`config.mk`:
```
export PLATFORM = sky130hd
export DESIGN_NAME = vga_stream_out
export DESIGN_NICKNAME = d
export VERILOG_FILES = /design/src/rtl/vga_pkg.sv /design/src/rtl/vga_pixel_fifo.sv /design/src/rtl/vga_stream_out.sv
export SDC_FILE = /design/constraint.sdc
export NUM_CORES = 1
export LEC_CHECK = 0
export BUFFER_PORTS_ARGS = -buffer_cell sky130_fd_sc_hd__buf_2
export CORE_MARGIN = 2
export CORE_UTILIZATION = 61
export DETAILED_ROUTE_END_ITERATION = 10
export GPL_ROUTABILITY_DRIVEN = 0
export MAX_ROUTING_LAYER = met4
export PLACE_DENSITY = 0.82
export SYNTH_ARGS = -nofsm -noshare
export SYNTH_HDL_FRONTEND = slang
export SYNTH_SLANG_ARGS = --single-unit
```
`constraint.sdc`:
```
create_clock -name clk -period 5.6 [get_ports clk]
set_input_delay 0.28 -clock clk [delete_from_list [all_inputs] [get_ports clk]]
set_output_delay 0.28 -clock clk [all_outputs]
set_load 0.01 [all_outputs]
```
`src/rtl/vga_pkg.sv`:
```
// Shared timing defaults, FSM encoding and RGB888 field layout for the VGA output path.
package vga_pkg;

    localparam int unsigned DEF_H_ACTIVE   = 640;
    localparam int unsigned DEF_H_FP       = 16;
    localparam int unsigned DEF_H_SYNC     = 96;
    localparam int unsigned DEF_H_BP       = 48;
    localparam int unsigned DEF_V_ACTIVE   = 480;
    localparam int unsigned DEF_V_FP       = 10;
    localparam int unsigned DEF_V_SYNC     = 2;
    localparam int unsigned DEF_V_BP       = 33;
    localparam int unsigned DEF_FIFO_DEPTH = 16;

    localparam int unsigned DEF_H_TOTAL  = DEF_H_ACTIVE + DEF_H_FP + DEF_H_SYNC + DEF_H_BP;
    localparam int unsigned DEF_V_TOTAL  = DEF_V_ACTIVE + DEF_V_FP + DEF_V_SYNC + DEF_V_BP;
    localparam int unsigned DEF_HS_START = DEF_H_ACTIVE + DEF_H_FP;
    localparam int unsigned DEF_HS_END   = DEF_HS_START + DEF_H_SYNC;
    localparam int unsigned DEF_VS_START = DEF_V_ACTIVE + DEF_V_FP;
    localparam int unsigned DEF_VS_END   = DEF_VS_START + DEF_V_SYNC;

    localparam int unsigned CNT_W = 10;

    typedef enum logic {
        IDLE = 1'b0,
        RUN  = 1'b1
    } vga_state_t;

    localparam int unsigned RGB_CH_W  = 8;
    localparam int unsigned RGB_R_LSB = 16;
    localparam int unsigned RGB_G_LSB = 8;
    localparam int unsigned RGB_B_LSB = 0;

endpackage

```
`src/rtl/vga_pixel_fifo.sv`:
```
// First-word-fall-through pixel FIFO with level, full/empty and synchronous flush.
module vga_pixel_fifo #(
    parameter int unsigned DEPTH = 16,
    parameter int unsigned WIDTH = 24
) (
    input  logic                     clk,
    input  logic                     reset,
    input  logic                     flush,
    input  logic                     wr_en,
    input  logic [WIDTH-1:0]         wr_data,
    input  logic                     rd_en,
    output logic [WIDTH-1:0]         rd_data,
    output logic                     full,
    output logic                     empty,
    output logic [$clog2(DEPTH):0]   level
);

    localparam int unsigned AW = $clog2(DEPTH);

    logic [WIDTH-1:0] mem [DEPTH];
    logic [AW:0]      wr_ptr;
    logic [AW:0]      rd_ptr;
    logic             do_wr;
    logic             do_rd;

    // Extra pointer bit distinguishes full from empty; level never exceeds DEPTH.
    always_comb begin
        level   = wr_ptr - rd_ptr;
        full    = level[AW];
        empty   = (wr_ptr == rd_ptr);
        rd_data = mem[rd_ptr[AW-1:0]];
        do_wr   = wr_en && !full && !flush;
        do_rd   = rd_en && !empty;
    end

    always_ff @(posedge clk or posedge reset) begin
        if (reset) begin
            wr_ptr <= '0;
            rd_ptr <= '0;
        end else if (flush) begin
            wr_ptr <= '0;
            rd_ptr <= '0;
        end else begin
            if (do_wr) wr_ptr <= wr_ptr + 1'b1;
            if (do_rd) rd_ptr <= rd_ptr + 1'b1;
        end
    end

    always_ff @(posedge clk) begin
        if (do_wr) mem[wr_ptr[AW-1:0]] <= wr_data;
    end

endmodule

```
`src/rtl/vga_stream_out.sv`:
```
// VGA timing generator and registered RGB/sync/DE output fed from a pixel FIFO.
// Optional macro VGA_UNDERFLOW_RESYNC_EN: after an underflow, flush and restart at frame end.
module vga_stream_out
    import vga_pkg::*;
#(
    parameter int unsigned H_ACTIVE   = DEF_H_ACTIVE,
    parameter int unsigned H_FP       = DEF_H_FP,
    parameter int unsigned H_SYNC     = DEF_H_SYNC,
    parameter int unsigned H_BP       = DEF_H_BP,
    parameter int unsigned V_ACTIVE   = DEF_V_ACTIVE,
    parameter int unsigned V_FP       = DEF_V_FP,
    parameter int unsigned V_SYNC     = DEF_V_SYNC,
    parameter int unsigned V_BP       = DEF_V_BP,
    parameter int unsigned FIFO_DEPTH = DEF_FIFO_DEPTH
) (
    input  logic        clk,
    input  logic        reset,
    input  logic        pixel_valid,
    output logic        pixel_ready,
    input  logic [23:0] pixel_data,
    output logic [7:0]  vga_r,
    output logic [7:0]  vga_g,
    output logic [7:0]  vga_b,
    output logic        vga_hs,
    output logic        vga_vs,
    output logic        vga_de,
    output logic        underflow
);

    localparam logic [CNT_W-1:0] H_ACT  = CNT_W'(H_ACTIVE);
    localparam logic [CNT_W-1:0] H_LAST = CNT_W'(H_ACTIVE + H_FP + H_SYNC + H_BP - 1);
    localparam logic [CNT_W-1:0] HS_BEG = CNT_W'(H_ACTIVE + H_FP);
    localparam logic [CNT_W-1:0] HS_END = CNT_W'(H_ACTIVE + H_FP + H_SYNC);
    localparam logic [CNT_W-1:0] V_ACT  = CNT_W'(V_ACTIVE);
    localparam logic [CNT_W-1:0] V_LAST = CNT_W'(V_ACTIVE + V_FP + V_SYNC + V_BP - 1);
    localparam logic [CNT_W-1:0] VS_BEG = CNT_W'(V_ACTIVE + V_FP);
    localparam logic [CNT_W-1:0] VS_END = CNT_W'(V_ACTIVE + V_FP + V_SYNC);

    localparam int unsigned      LVL_W     = $clog2(FIFO_DEPTH) + 1;
    localparam logic [LVL_W-1:0] START_LVL = LVL_W'(FIFO_DEPTH / 2);

    vga_state_t       state;
    logic [CNT_W-1:0] h_cnt;
    logic [CNT_W-1:0] v_cnt;
    logic             active;
    logic             hs_zone;
    logic             vs_zone;
    logic             rd_en;
    logic             flush;
    logic [23:0]      fifo_head;
    logic [23:0]      pixel_out;
    logic             fifo_full;
    logic             fifo_empty;
    logic [LVL_W-1:0] fifo_level;

    always_comb begin
        active    = (h_cnt < H_ACT) && (v_cnt < V_ACT);
        hs_zone   = (h_cnt >= HS_BEG) && (h_cnt < HS_END);
        vs_zone   = (v_cnt >= VS_BEG) && (v_cnt < VS_END);
        rd_en     = (state == RUN) && active;
        pixel_out = (active && !fifo_empty) ? fifo_head : '0;
`ifdef VGA_UNDERFLOW_RESYNC_EN
        flush     = (state == RUN) && underflow && (h_cnt == H_LAST) && (v_cnt == V_LAST);
`else
        flush     = 1'b0;
`endif
    end

    assign pixel_ready = !fifo_full;

    vga_pixel_fifo #(
        .DEPTH (FIFO_DEPTH),
        .WIDTH (24)
    ) u_fifo (
        .clk     (clk),
        .reset   (reset),
        .flush   (flush),
        .wr_en   (pixel_valid),
        .wr_data (pixel_data),
        .rd_en   (rd_en),
        .rd_data (fifo_head),
        .full    (fifo_full),
        .empty   (fifo_empty),
        .level   (fifo_level)
    );

    always_ff @(posedge clk or posedge reset) begin
        if (reset) begin
            state     <= IDLE;
            h_cnt     <= '0;
            v_cnt     <= '0;
            vga_r     <= '0;
            vga_g     <= '0;
            vga_b     <= '0;
            vga_hs    <= 1'b1;
            vga_vs    <= 1'b1;
            vga_de    <= 1'b0;
            underflow <= 1'b0;
        end else begin
            case (state)
                IDLE: begin
                    h_cnt  <= '0;
                    v_cnt  <= '0;
                    vga_r  <= '0;
                    vga_g  <= '0;
                    vga_b  <= '0;
                    vga_hs <= 1'b1;
                    vga_vs <= 1'b1;
                    vga_de <= 1'b0;
                    if (fifo_level >= START_LVL) state <= RUN;
                end
                RUN: begin
                    // Outputs lag the counters by one clock; sync, DE and RGB share the stage.
                    vga_de <= active;
                    vga_hs <= ~hs_zone;
                    vga_vs <= ~vs_zone;
                    vga_r  <= pixel_out[RGB_R_LSB +: RGB_CH_W];
                    vga_g  <= pixel_out[RGB_G_LSB +: RGB_CH_W];
                    vga_b  <= pixel_out[RGB_B_LSB +: RGB_CH_W];
                    if (active && fifo_empty) underflow <= 1'b1;
                    if (flush) begin
                        state <= IDLE;
                        h_cnt <= '0;
                        v_cnt <= '0;
                    end else if (h_cnt == H_LAST) begin
                        h_cnt <= '0;
                        v_cnt <= (v_cnt == V_LAST) ? '0 : v_cnt + 1'b1;
                    end else begin
                        h_cnt <= h_cnt + 1'b1;
                    end
                end
                default: state <= IDLE;
            endcase
        end
    end

endmodule

```
After elaboration in Yosys (flattened, before gate mapping) --
Memory sizes are Yosys's and may differ from the RTL's. Cells that the tools add are included.
Word-level totals: bits of input ports 27, output and inout bits 29, memories 1, bits in writable memories 384, register bits 59, logic and storage cells 59
Memories:
- u_fifo.mem | words 16, bits a word 24, rd ports 1, clocked after memory_dff 0, write ports 1, line vga_pixel_fifo.sv:20 | logic [WIDTH-1:0] mem [DEPTH];
Cells by class: reduce and logical (&&, ||, !) cells 11, bitwise gates (word level) 3, order comparisons 7, $add $sub $neg 5, mux-type cells 16, equality and inequality tests 4
Operator list (count):
- 8-bit case mux with 2 select lines | 3
- 10-bit case mux with 2 select lines | 2
- 10-bit two-way mux | 3
- 24-bit two-way mux | 1
- 10-bit by 1-bit adder with 10-bit output, second input constant | 2
- 10-bit equality test, second input constant | 2
- 10-bit < comparator, second input constant | 2
- 10-bit by 9-bit < comparator with 1-bit output, second input constant | 2
- 5-bit by 1-bit adder with 5-bit output, second input constant | 2
- 10-bit >= comparator, second input constant | 1
- 10-bit by 9-bit >= comparator with 1-bit output, second input constant | 1
- 1-bit logical AND | 8
- 1-bit case mux with 2 select lines | 4
- 5-bit equality test | 1
- 5-bit by 4-bit >= comparator with 1-bit output, second input constant | 1
- 5-bit subtractor | 1
- 1-bit two-way mux | 3
- 1-bit inverter | 3
- 1-bit zero test | 2
- 2-bit by 1-bit != test with 1-bit output, second input constant | 1
- 2-bit AND reduction | 1

Depth between registers and ports, before layout --
word-level depth 5, depth in mapped cells 11, gate-level depth less buffers 7

Hierarchy --
From an unflattened synthesis, not the netlist that was laid out.
Unflattened totals: cells, all modules 888, area total of the unflattened synthesis 17476.8 sq um
Modules (own cells, without submodules):
- vga_pixel_fifo | times used 1, area an instance 15406.0 sq um, sequential area each 11781.3 sq um, cells an instance 711
- vga_stream_out | times used 1, area an instance 2070.7 sq um, sequential area each 1228.7 sq um, cells an instance 177

Worst setup path after synthesis --
Ideal clock, no wire load.
kind register -> register, start point reg u_fifo.rd_ptr[1], end point mem u_fifo.mem[11][0], enable pin, slack 1.226 ns, arrival 3.934 ns, buffers on the path 3, library setup time 0.440 ns, required time 5.160 ns, stages on the path, launching flop included 11, clock period less this slack 4.374 ns, cells stage by stage dfrtp_1 > clkbuf_1 > buf_2 > buf_2 > inv_1 > ha_1 > nor2b_1 > o211ai_1 > nand3_1 > a21o_1 > nor3b_1
On the way: longest elaborated chain between the ends 5
RTL lines:
- start, declared | line vga_pixel_fifo.sv:22 | logic [AW:0] rd_ptr;
- start signal, assigned | line vga_pixel_fifo.sv:45 | if (do_rd) rd_ptr <= rd_ptr + 1'b1;
- 5-bit subtractor | line vga_pixel_fifo.sv:28 | level = wr_ptr - rd_ptr;
- 1-bit zero test | line vga_pixel_fifo.sv:32 | do_wr = wr_en && !full && !flush;
- 1-bit logical AND | line vga_pixel_fifo.sv:32
- 1-bit two-way mux | line vga_pixel_fifo.sv:50 | if (do_wr) mem[wr_ptr[AW-1:0]] <= wr_data;
- 1-bit two-way mux (not written as such) | line vga_pixel_fifo.sv:50
- end, declared | line vga_pixel_fifo.sv:20
Every way passes these cells.

Worst setup path after layout --
start point reg u_fifo.rd_ptr[1], end point mem u_fifo.mem[14][9], enable pin
The elaborated chain is that of the path after synthesis.

==> reports/metrics.yaml <==
dieHeight_um: 171
clock_skew_ns: 0.01682
p_int_mw: 6.703
whs_ns: -0.004046
num_antenna_cells: 0
combPwrFrac: 0.259
fin_nets: 954
finalPower_mw: 9.595
finalHoldViolations: 5
routedWlPerCell_um: 28.30
period_share: 0.7708
async_flop_share: 0.1332
vdd_drop_max_v: 0.0003030
period_minus_slack_ns: 4.316
status: "finished with violations"
syn_area_um2: 17010
violations: "hold timing"
leakage_nw: 6.448
cp-end-kind: "flop"
fmax_mhz: 231.7
setup_viol: 0
grtUsageTotal: 0.2761
fp-row-count: 61
cts_sinks: 443
synth_top_cell_area_share: 0.6778
synth_seq_area_share: 0.7647
synth_top_area_cell: "edfxtp_1"
ys_ff_latch: 443
crit_required_ns: 5.81
placement.io_buffers: 55
pwr-share-seq: 0.446
worstMarginPinSlew_ns: 1.068
numCtsBuffers: 43
syn_inst: 832
fp.coreArea_um2: 27630
grt-ovfl-total: 0
synth-edff-count: 384
post-cts-setup-buffer-count: 0
rsz0062_at_grt: "no"
synth_warnings: 0
syn-mean-instance-area_um2: 20.45
wirelength_mm: 37.55
cts_buffer_depth: 3
h-tree-depth: 2
place_inst: 1247
final_cell_area_um2: 19210
first_iter_violations: 1115
die_width_um: 171
power.share.clock: 0.295
dp_hpwl_mm: 19.28
die_area_um2: 29240
grt_pass1_wl_mm: 56.32
synth.distinct_cells: 44
critical_path_arrival_ns: 4.53
root_buffer: "clkbuf_16"
cts_tree: "done"
crit_chain: "inv_1 > ha_1 > nor2b_1 > o211ai_1 > nand3_1 > a21oi_1 > and3_1 > buf_4"
synthToLayoutAreaGrowth_pct: 12.92
synth.most_common_cell: "edfxtp_1"
hold_class: "in -> async"
route.detailed.drc: 0
synth-main-ff-cell: "edfxtp_1"
dp_worst_setup_slack_ns: 1.414
synth.top_cells.by_area: "edfxtp_1, mux4_2, dfrtp_1"
ios: 56
hold_buffers: 0
vias_per_cell: 6.555
synth_nets: 872
final_max_slew_viol_count: 0
maxSlewHeadroom: 0.2855
swShare: 0.3014
p_sw_mw: 2.892
start_util: 0.6158
detail-route-antenna-nets: 0
cp-start-kind: "flop"
stdcell_count: 1327
p_per_area_nw_per_um2: 499.4
worstPathMaxFanout: 44
fin_ws_ns: 1.284
cts.clk_slew.worst_paths_ns: 0.07
antenna_found_initial: 0
grt_pass1_vias: 8834
tns_ns: 0
worst-setup-path-type: "reg -> reg"
ctsResizeCount: 0
grt_max_degree: 60
worstSkewPairLatency_ns: 0.55
placedInstanceArea_um2: 17800
slowest_stage: "dfrtp_4"
max_stage_delay_ns: 0.85
synth_commonest_cells: "edfxtp_1, mux4_2, dfrtp_1"
via_count: 8699
final_core_util: 0.6953
dr.pass1.iters: 5
drive_gt1_frac: 0.2729
maxCapViolCount: 0
worst max-delay path, delay by kind of cell (launching register included):
family / cells / cell delay [ns]
adders and majority gates: 1 / 0.33
AOI/OAI and AO/OA: 2 / 0.99
buffers and inverters: 2 / 0.55
and+or+nand+nor: 3 / 1.25
DFF: 1 / 0.85
flip-flops by register name (all words and copies together), names as in the netlist:
| name | count |
|---|---|
| u_fifo.mem | 384 |
| v_cnt | 10 |
| state | 1 |
| vga_hs | 1 |
| vga_g | 8 |
| vga_de | 1 |
| u_fifo.rd_ptr | 5 |
| h_cnt | 10 |
| vga_r | 8 |
| vga_b | 8 |
| vga_vs | 1 |
| underflow | 1 |
| u_fifo.wr_ptr | 5 |
path summary, 6_finish.rpt:
| path | slack, ns | from | cells after the start | endpoint |
|---|---|---|---|---|
| setup / recovery | 1.28 | u_fifo.rd_ptr[1] | 8 | u_fifo.mem[14][9] |
| hold / removal | -0.004 | reset | 3 | vga_r[0] |
| setup reg to reg | 1.28 | u_fifo.rd_ptr[1] | 8 | u_fifo.mem[14][9] |
| hold reg to reg | 0.48 | underflow | 1 | underflow |
| max in group asynchronous | 4.94 | reset | 3 | u_fifo.rd_ptr[1] |
| min in group clk | 0.11 | pixel_data[2] | 1 | u_fifo.mem[0][2] |
power by group through the flow:
stage | sequential, mW | combinational [mW] | clock [mW]
finish | 4.28 | 2.49 | 2.83
global route | 4.31 | 2.66 | 2.99
CTS | 4.28 | 2.50 | 2.87
detailed placement | 4.33 | 2.44 | 0
global placement | 4.31 | 2.38 | 0
floorplan | 4.20 | 1.80 | 0
layout make-up:
cell class | instances | area [um2]
Sequential cell | 443 | 13020
Fill cell | 1664 | 8418
Multi-Input combinational cell | 335 | 3814
Clock buffer | 57 | 1189
Tap cell | 378 | 473.0
Timing Repair Buffer | 79 | 455.4
Clock inverter | 23 | 217.7
Inverter | 12 | 45.04
metal layers:
metal  track usage  share of wire  vias up
li1              -              -     3575
met1        0.3725           0.38     4549
met3       0.04441          0.082       71
met5             -              0        -
met2        0.4432           0.51      504
met4       0.08548          0.025        0
cell families (layout without fill, tap and decap cells):
kind of cell | count (synthesis) | in the layout | share of synthesized area
flip-flops | 443 | 443 | 0.7647
AO/OA/AOI/OAI | 103 | 103 | 0.03949
AND/OR/NAND/NOR | 103 | 103 | 0.03442
multiplexers | 98 | 98 | 0.1284
buffers and inverters | 54 | 171 | 0.01412
XOR/XNOR | 18 | 18 | 0.009267
adder cells (fa/ha/maj) | 13 | 13 | 0.009561
placed cells by master (no fill, tap or decap), drive strengths merged, types with 5 or more instances in the layout:
master    instances
buf              79
mux4             96
nand4             5
nand2            14
nor2             18
and3             16
ha               13
nor3              6
nand3            12
clkbuf           57
nor2b             7
dfrtp            57
edfxtp          384
xnor2            10
xor2              8
or4               5
inv              13
clkinv           15
o21ai            12
a21boi            7
clkinvlp          5
a22oi            48
and2              8
a21oi            28
Power figures use the tool's default switching activity.
